--- src/rtl/booth_mult_seq_if.sv ---
// rtl/booth_mult_seq_if.sv - start/busy/done handshake bundle for booth_mult_seq
// op_signed exists only when BOOTH_UNSIGNED_EN is defined.
interface booth_mult_seq_if #(
    parameter int WIDTH = 8
);
    logic                   start;
    logic [WIDTH-1:0]       multiplicand;
    logic [WIDTH-1:0]       multiplier;
`ifdef BOOTH_UNSIGNED_EN
    logic                   op_signed;
`endif
    logic                   busy;
    logic                   done;
    logic [2*WIDTH-1:0]     product;

    modport master (
`ifdef BOOTH_UNSIGNED_EN
        output op_signed,
`endif
        output start, multiplicand, multiplier,
        input  busy, done, product
    );

    modport slave (
`ifdef BOOTH_UNSIGNED_EN
        input  op_signed,
`endif
        input  start, multiplicand, multiplier,
        output busy, done, product
    );
endinterface

--- src/rtl/booth_mult_seq.sv ---
// rtl/booth_mult_seq.sv - sequential radix-2 Booth multiplier, one iteration per clock
// BOOTH_UNSIGNED_EN adds op_signed and one extra iteration for unsigned operands.
module booth_mult_seq #(
    parameter int WIDTH = 8
) (
    input  logic              clk,
    input  logic              rst,
    booth_mult_seq_if.slave   bus
);

`ifdef BOOTH_UNSIGNED_EN
    localparam int QW = WIDTH + 1;
`else
    localparam int QW = WIDTH;
`endif
    localparam int CW = $clog2(WIDTH + 2);
    localparam logic [CW-1:0] CNT_LOAD = CW'(QW);
    localparam logic [CW-1:0] CNT_ONE  = CW'(1);

    typedef enum logic [1:0] {
        S_IDLE = 2'd0,
        S_RUN  = 2'd1,
        S_DONE = 2'd2
    } state_t;

    state_t               state_q, state_d;
    logic [WIDTH:0]       a_q, a_d;
    logic [WIDTH:0]       m_q, m_d;
    logic [QW-1:0]        q_q, q_d;
    logic                 qm1_q, qm1_d;
    logic [CW-1:0]        cnt_q, cnt_d;
    logic [2*WIDTH-1:0]   product_q, product_d;
    logic [WIDTH:0]       a_sel;
    logic [WIDTH:0]       m_ext;
    logic [QW-1:0]        q_ext;
    logic                 busy;
    logic                 done;

    always_ff @(posedge clk) begin
        if (rst) begin
            state_q   <= S_IDLE;
            a_q       <= '0;
            m_q       <= '0;
            q_q       <= '0;
            qm1_q     <= 1'b0;
            cnt_q     <= '0;
            product_q <= '0;
        end else begin
            state_q   <= state_d;
            a_q       <= a_d;
            m_q       <= m_d;
            q_q       <= q_d;
            qm1_q     <= qm1_d;
            cnt_q     <= cnt_d;
            product_q <= product_d;
        end
    end

    always_comb begin
        state_d = state_q;
        case (state_q)
            S_IDLE:  if (bus.start) state_d = S_RUN;
            S_RUN:   if (cnt_q == CNT_ONE) state_d = S_DONE;
            S_DONE:  state_d = S_IDLE;
            default: state_d = S_IDLE;
        endcase
    end

    always_comb begin
        busy = (state_q != S_IDLE);
        done = (state_q == S_DONE);
    end

    assign bus.busy    = busy;
    assign bus.done    = done;
    assign bus.product = product_q;

    // Operand extension: the guard bit keeps -2^(WIDTH-1) representable after negation.
    always_comb begin
`ifdef BOOTH_UNSIGNED_EN
        m_ext = {bus.op_signed & bus.multiplicand[WIDTH-1], bus.multiplicand};
        q_ext = {bus.op_signed & bus.multiplier[WIDTH-1], bus.multiplier};
`else
        m_ext = {bus.multiplicand[WIDTH-1], bus.multiplicand};
        q_ext = bus.multiplier;
`endif
    end

    always_comb begin
        case ({q_q[0], qm1_q})
            2'b01:   a_sel = a_q + m_q;
            2'b10:   a_sel = a_q - m_q;
            default: a_sel = a_q;
        endcase
    end

    always_comb begin
        a_d       = a_q;
        m_d       = m_q;
        q_d       = q_q;
        qm1_d     = qm1_q;
        cnt_d     = cnt_q;
        product_d = product_q;
        case (state_q)
            S_IDLE: begin
                if (bus.start) begin
                    a_d   = '0;
                    m_d   = m_ext;
                    q_d   = q_ext;
                    qm1_d = 1'b0;
                    cnt_d = CNT_LOAD;
                end
            end
            S_RUN: begin
                {a_d, q_d, qm1_d} = {a_sel[WIDTH], a_sel, q_q};
                cnt_d = cnt_q - CNT_ONE;
            end
            S_DONE: begin
`ifdef BOOTH_UNSIGNED_EN
                product_d = {a_q[WIDTH-2:0], q_q};
`else
                product_d = {a_q[WIDTH-1:0], q_q};
`endif
            end
            default: begin
                a_d = a_q;
            end
        endcase
    end

endmodule

--- src/flat_wrapper.sv ---
// flat-port wrapper written by rule: the top's interface ports become plain ports
module booth_mult_seq_flat 
#(
    parameter int WIDTH = 8
)
  (clk, rst, bus_start, bus_multiplicand, bus_multiplier, bus_busy, bus_done, bus_product);
  booth_mult_seq_if #(.WIDTH(WIDTH)) bus_i ();
  input  logic clk;
  input  logic rst;
  input wire logic [$bits(bus_i.start)-1:0] bus_start;
  input wire logic [$bits(bus_i.multiplicand)-1:0] bus_multiplicand;
  input wire logic [$bits(bus_i.multiplier)-1:0] bus_multiplier;
  output wire logic [$bits(bus_i.busy)-1:0] bus_busy;
  output wire logic [$bits(bus_i.done)-1:0] bus_done;
  output wire logic [$bits(bus_i.product)-1:0] bus_product;
  assign bus_i.start = bus_start;
  assign bus_i.multiplicand = bus_multiplicand;
  assign bus_i.multiplier = bus_multiplier;
  assign bus_busy = bus_i.busy;
  assign bus_done = bus_i.done;
  assign bus_product = bus_i.product;
  booth_mult_seq #(.WIDTH(WIDTH)) u_core (.clk(clk), .rst(rst), .bus(bus_i));
endmodule
--- config.mk ---
export PLATFORM = sky130hd
export DESIGN_NAME = booth_mult_seq_flat
export DESIGN_NICKNAME = d
export VERILOG_FILES = /design/src/rtl/booth_mult_seq_if.sv /design/src/rtl/booth_mult_seq.sv /design/src/flat_wrapper.sv
export SDC_FILE = /design/constraint.sdc
export NUM_CORES = 1
export LEC_CHECK = 0
export BUFFER_PORTS_ARGS = -buffer_cell sky130_fd_sc_hd__buf_2
export CAP_MARGIN = 20
export CELL_PAD_IN_SITES_DETAIL_PLACEMENT = 1
export CELL_PAD_IN_SITES_GLOBAL_PLACEMENT = 1
export CORE_MARGIN = 1.5
export CORE_UTILIZATION = 30
export CTS_BUF_LIST = sky130_fd_sc_hd__clkbuf_4 sky130_fd_sc_hd__clkbuf_8 sky130_fd_sc_hd__clkbuf_16
export CTS_CLUSTER_DIAMETER = 200
export CTS_CLUSTER_SIZE = 25
export DETAILED_ROUTE_END_ITERATION = 8
export GPL_TIMING_DRIVEN = 0
export PLACE_DENSITY = 0.72
export SYNTH_ARGS = -nofsm -noshare
export SYNTH_HDL_FRONTEND = slang
export SYNTH_SLANG_ARGS = --single-unit
--- constraint.sdc ---
create_clock -name clk -period 3.29 [get_ports clk]
set_input_delay 0.658 -clock clk [delete_from_list [all_inputs] [get_ports clk]]
set_output_delay 0.658 -clock clk [all_outputs]
set_load 0.01 [all_outputs]
Yosys cells after proc, flatten, opt, wreduce, memory -nomap -nowiden
Index checks and enable logic that the tools add are counted.

operators by class
  add/sub/neg operators = 3
  eq/ne operators = 7
  muxes and demuxes = 12
  reductions and logical operators = 6

operator list
  kind                   count
  $pmux W9 S2            2
  $pmux W8 S2            1
  $add A9 B9 Y9          1
  $mux W9                1
  $sub A9 B9 Y9          1
  $mux W8                1
  $pmux W4 S2            1
  $reduce_and A2 Y1      3
  $eq A2 B1 Y1 const B   2
  $eq A2 B2 Y1 const B   2
  $eq A4 B1 Y1 const B   1
  $mux W2                2
  $mux W4                1
  $pmux W2 S2            1
  $reduce_bool A2 Y1     2
  $sub A4 B1 Y4 const B  1
  $logic_not A2 Y1       1
  $ne A2 B1 Y1 const B   1
  $ne A2 B2 Y1 const B   1
  $pmux W1 S2            1
  $mux W1                1

word-level totals
  register bits after elaboration = 48
  bits of input ports = 19
  output and inout bits = 18
  word-level logic and storage cells = 35

Depth between registers and ports, before layout
  word-level depth = 3
  gate-level depth with buffers = 12
  depth with buffers taken out = 12

Worst setup path after synthesis
No wires, ideal clock.

  path type = register to register
  from = reg u_core.q_q[0]
  to = reg u_core.a_q[6]
  setup time = 0.092 ns
  arrival time = 2.388 ns
  data required time = 3.198 ns
  slack = 0.810 ns
  stages on the path, launching flop included = 12
  path buffers = 1
  clock period less this slack = 2.480 ns
  path through = dfxtp_1 -> ha_1 -> clkbuf_1 -> mux2_2 -> inv_1 -> ha_1 -> nor2b_1 -> o31a_1 -> o211ai_1 -> a21boi_0 -> o21a_1 -> o32ai_1

between the ends
  cells in the longest elaborated chain, start to end = 3
  elaborated cells between the ends (all ways) = 4
  those cells by class = 2 x eq/ne; 2 x mux

ends and longest elaborated chain
  element                                       RTL line               source
  start: declaration                            booth_mult_seq.sv:29   logic [QW-1:0] q_q, q_d;
  start signal: assignment                      booth_mult_seq.sv:52   q_q <= q_d;
  $eq A2 B2 Y1 or $eq A2 B1 Y1 (tied branches)  booth_mult_seq.sv:90   case ({q_q[0], qm1_q})
  $pmux W9 S2 *                                 booth_mult_seq.sv:90
  $pmux W9 S2 *                                 booth_mult_seq.sv:104  case (state_q)
  end signal: assignment                        booth_mult_seq.sv:42   a_q <= '0;
  end signal: assignment                        booth_mult_seq.sv:50   a_q <= a_d;
  end: declaration                              booth_mult_seq.sv:27   logic [WIDTH:0] a_q, a_d;

Every way passes the cells marked *; elsewhere a longest branch is shown, timed or not.
A chain may end at the register's enable or synchronous reset.

Worst setup path in the final report
Ends and elaborated chain as after synthesis.

==> metrics <==
run status finished, final reports clean; Post-CTS Resized 0; number of nets still failing antenna checks after routing 0; Power Dens Cells 548 mW/mm²; count of antenna diodes in the layout 0; final setup TNS 0 ns; I/O Buffers 35; Most common cell on crit path ha_1; share of post-route cells with drive strength above 1 15.5%; number of buffers on the longest clock path 2; top-count cell post-synth nand2_1; Peak supply drop 0.176 mV; overflow left after global routing 0; Max Clock Freq 359 MHz; minimum period implied by the final worst setup slack 2.79 ns; type of origin of the critical path register; vias in the first global route 2,283; crit path capture type register; # IOs 37; Psw 473 µW; horizontal extent of the die 92.1 µm; hpwl dp 4790 µm; clock buffer count from CTS 5; path category of the worst min-delay check reg2reg; Root Buffer Master clkbuf_8; area of the die 0.00848 mm²; insertion delay to the later sink of the worst-skew pair 0.31 ns; number of hold-repair buffers added at the cts stage 0; Rel. slew slack 45.4%; Setup WS post-layout 0.502 ns; Sw Share 30.5%; mean cell area of the mapped netlist 7.66 µm²; family of cells with the greatest summed delay on the critical path compound AO/OA/AOI/OAI gates; unrepaired setup endpoints after global routing false; CP max FO 9; post-synthesis instance area 0.00238 mm²; number of flops mapped to enable cells by yosys 0; top cells by area, synth dfxtp_1, a21oi_1, nand2_1, nor2_1, ha_1; cell-internal power 1080 µW; Final Net Count 385; total of flip-flops plus latches after synthesis 47; count of endpoints failing hold in the final timing report 0; warnings from Yosys 0; final count of pins violating max slew 0; mean routed wirelength per cell 14.2 µm; largest clock skew in the final design 0.00620 ns; utilization after layout 36.8%; number of setup violations in the final report 0; top_reg_cell synth dfxtp_1; Crit Path Category reg2reg; wire length of the first global-routing pass 11,000 µm; number of buffers added for setup after CTS 0; total track usage 16.2%; total nets after synthesis 343; clock group share of total power 34.5%; clock input transition at the sequential cells of the worst setup and hold paths 0.10 ns; count of max-cap constraint violations 0; total number of vias 2,239; gate count after technology mapping 311; area taken by flip-flops and latches 941 µm²; startpoint of the most critical register-to-register path u_core.q_q[0]$_SDFFE_PP0P_; Critical path buffers and inverters 2; area after detailed placement 0.00269 mm²; core footprint 0.00769 mm²; chip height 92.1 µm; top cell type's share of synthesized area 39.5%; combinational share of power 24.4%; Reg2Reg Depth 11; largest net degree at the start of global routing 17; Lkg Pwr 0.00115 µW; distinct cell type count of the synthesized netlist 41; relative contribution of sequential cells to total power 41.1%; most common library cells after synthesis nand2_1, dfxtp_1, nor2_1, a21oi_1, nor3_1; Final Cell Area 0.00283 mm²; number of antenna violations at the first check in global routing 0; cell type with the highest aggregate area in the netlist dfxtp_1; Layout area overhead 18.6%; transition time of the tightest slew-check pin 0.816 ns; CTS H-tree depth 2; delay of the slowest cell on the worst path 0.42 ns; slowest cell on the critical path mux2_2; required time at the endpoint of the critical path 3.52 ns; area occupied by multi-input gates 0.00132 mm²; total wirelength of the detailed-routed design 6450 µm; CTS tree yes; fraction of registers with async set or reset after synthesis 0%; number of placement rows 32; terminus of the critical flop-to-flop path u_core.a_q[6]$_SDFFE_PP0P_; total design power 1550 µW; number of DRC violations after detailed-routing iteration 0 84; register area share after synthesis 39.5%; Post-route DRC 0; post-route clock period utilization 84.7%; global placer's final weighted congestion 0.769; number of inserted filler cells in the final layout 1,010; Via-to-Cell Ratio 4.91; critical path arrival 3.02 ns; Pre-Repair DR Iteration Count 5; Initial Utilization 31.0%; number of sinks driven by the clock tree 47; worst-case setup slack after placement 0.513 ns; crit path from u_core.q_q[0]$_SDFFE_PP0P_; ordered list of cells on the worst path ha_1 -> clkbuf_1 -> mux2_2 -> inv_1 -> ha_1 -> nor2b_1 -> o31a_1 -> o211ai_1 -> a21boi_0 -> o21a_1 -> o32ai_1; R2R setup slack 0.50 ns; Critical Path Stages 11; endpoint of the worst setup timing path u_core.a_q[6]$_SDFFE_PP0P_
[routing by layer]
metal / global-route usage (%) / share of wire [%] / vias to the layer above
met5: 0 / 0 / -
met4: 4.36 / 1.1 / 0
met3: 2.99 / 3.1 / 6
met2: 27.7 / 48 / 37
met1: 20.9 / 47 / 1071
li1: - / - / 1125
[power by group through the flow]
stage                     combinational [µW]  clock, µW  sequential, µW
final                                    378        534             636
after global routing                     428        570             641
after CTS                                381        546             636
after detailed placement                 378          0             649
after global placement                   364          0             648
after floorplan                          292          0             638
[per-stage QoR]
stage | std cells | hold WS (ns)
after CTS | 456 | 0.460
after global placement | 448 | 0.442
after global routing | 456 | 0.480
final | 456 | 0.458
after detailed placement | 448 | 0.446
after floorplan | 311 | 0.444
[state kept, by name, indices dropped and copies added, names as in the netlist]
name                cells
u_core.m_q              8
u_core.bus.product     16
u_core.a_q              8
u_core.cnt_q            4
u_core.q_q              8
u_core.qm1_q            1
u_core.state_q          2
[how the worst min path moves through the flow]
stage	startpoint	to	slack, ns	cells past startpoint
5_1_grt	u_core.bus.product[11]$_SDFFE_PP0P_	u_core.bus.product[11]$_SDFFE_PP0P_	0.48	2
3_3_place_gp	u_core.bus.product[13]$_SDFFE_PP0P_	u_core.bus.product[13]$_SDFFE_PP0P_	0.44	2
4_1_cts	u_core.bus.product[13]$_SDFFE_PP0P_	u_core.bus.product[13]$_SDFFE_PP0P_	0.46	2
2_1_floorplan	u_core.cnt_q[3]$_SDFFE_PP0P_	u_core.cnt_q[3]$_SDFFE_PP0P_	0.44	1
6_report	u_core.bus.product[13]$_SDFFE_PP0P_	u_core.bus.product[13]$_SDFFE_PP0P_	0.46	2
3_5_place_dp	u_core.bus.product[13]$_SDFFE_PP0P_	u_core.bus.product[13]$_SDFFE_PP0P_	0.45	2
[cells in the final DEF (no fill, tap or decap), types with 3 or more instances in the layout]
master | synthesis | layout
a22oi_1 | 4 | 4
clkbuf_1 | 8 | 8
nand2_1 | 56 | 56
inv_1 | 11 | 11
a222oi_1 | 3 | 3
a21oi_1 | 44 | 44
a211oi_1 | 3 | 3
nor3_1 | 13 | 13
buf_2 | 7 | 42
ha_1 | 12 | 12
dfxtp_1 | 47 | 47
clkbuf_8 | 0 | 5
nand2b_1 | 3 | 3
o21ai_0 | 4 | 4
o21a_1 | 3 | 3
nor2_1 | 46 | 46
xnor2_1 | 10 | 10
nor2b_1 | 10 | 10
[area by class of cell]
type	count	share of cell area [%]
Tap cell	102	4.52
Multi-Input combinational cell	235	46.9
Buffer	17	2.57
Clock inverter	3	2.52
Sequential cell	47	33.3
Timing Repair Buffer	35	6.20
Inverter	12	1.59
Clock buffer	5	2.44
[tightest hold or removal path: cells and delay by family (launching register included)]
family / cells / cell delay, ns
AOI/OAI and AO/OA: 1 / 0.05
DFF: 1 / 0.32
and+or+nand+nor: 1 / 0.05
[kinds of logic (layout without fill, tap and decap cells)]
family,after synthesis,after routing,share of synthesized area (%)
flops,47,47,39.5
buf+inv,29,72,4.94
simple gates,137,137,25.2
compound gates,71,71,17.9
mux,2,2,0.893
xor+xnor,12,12,4.41
fa+ha+maj,13,13,7.14
(Power assumes the default switching activity.)
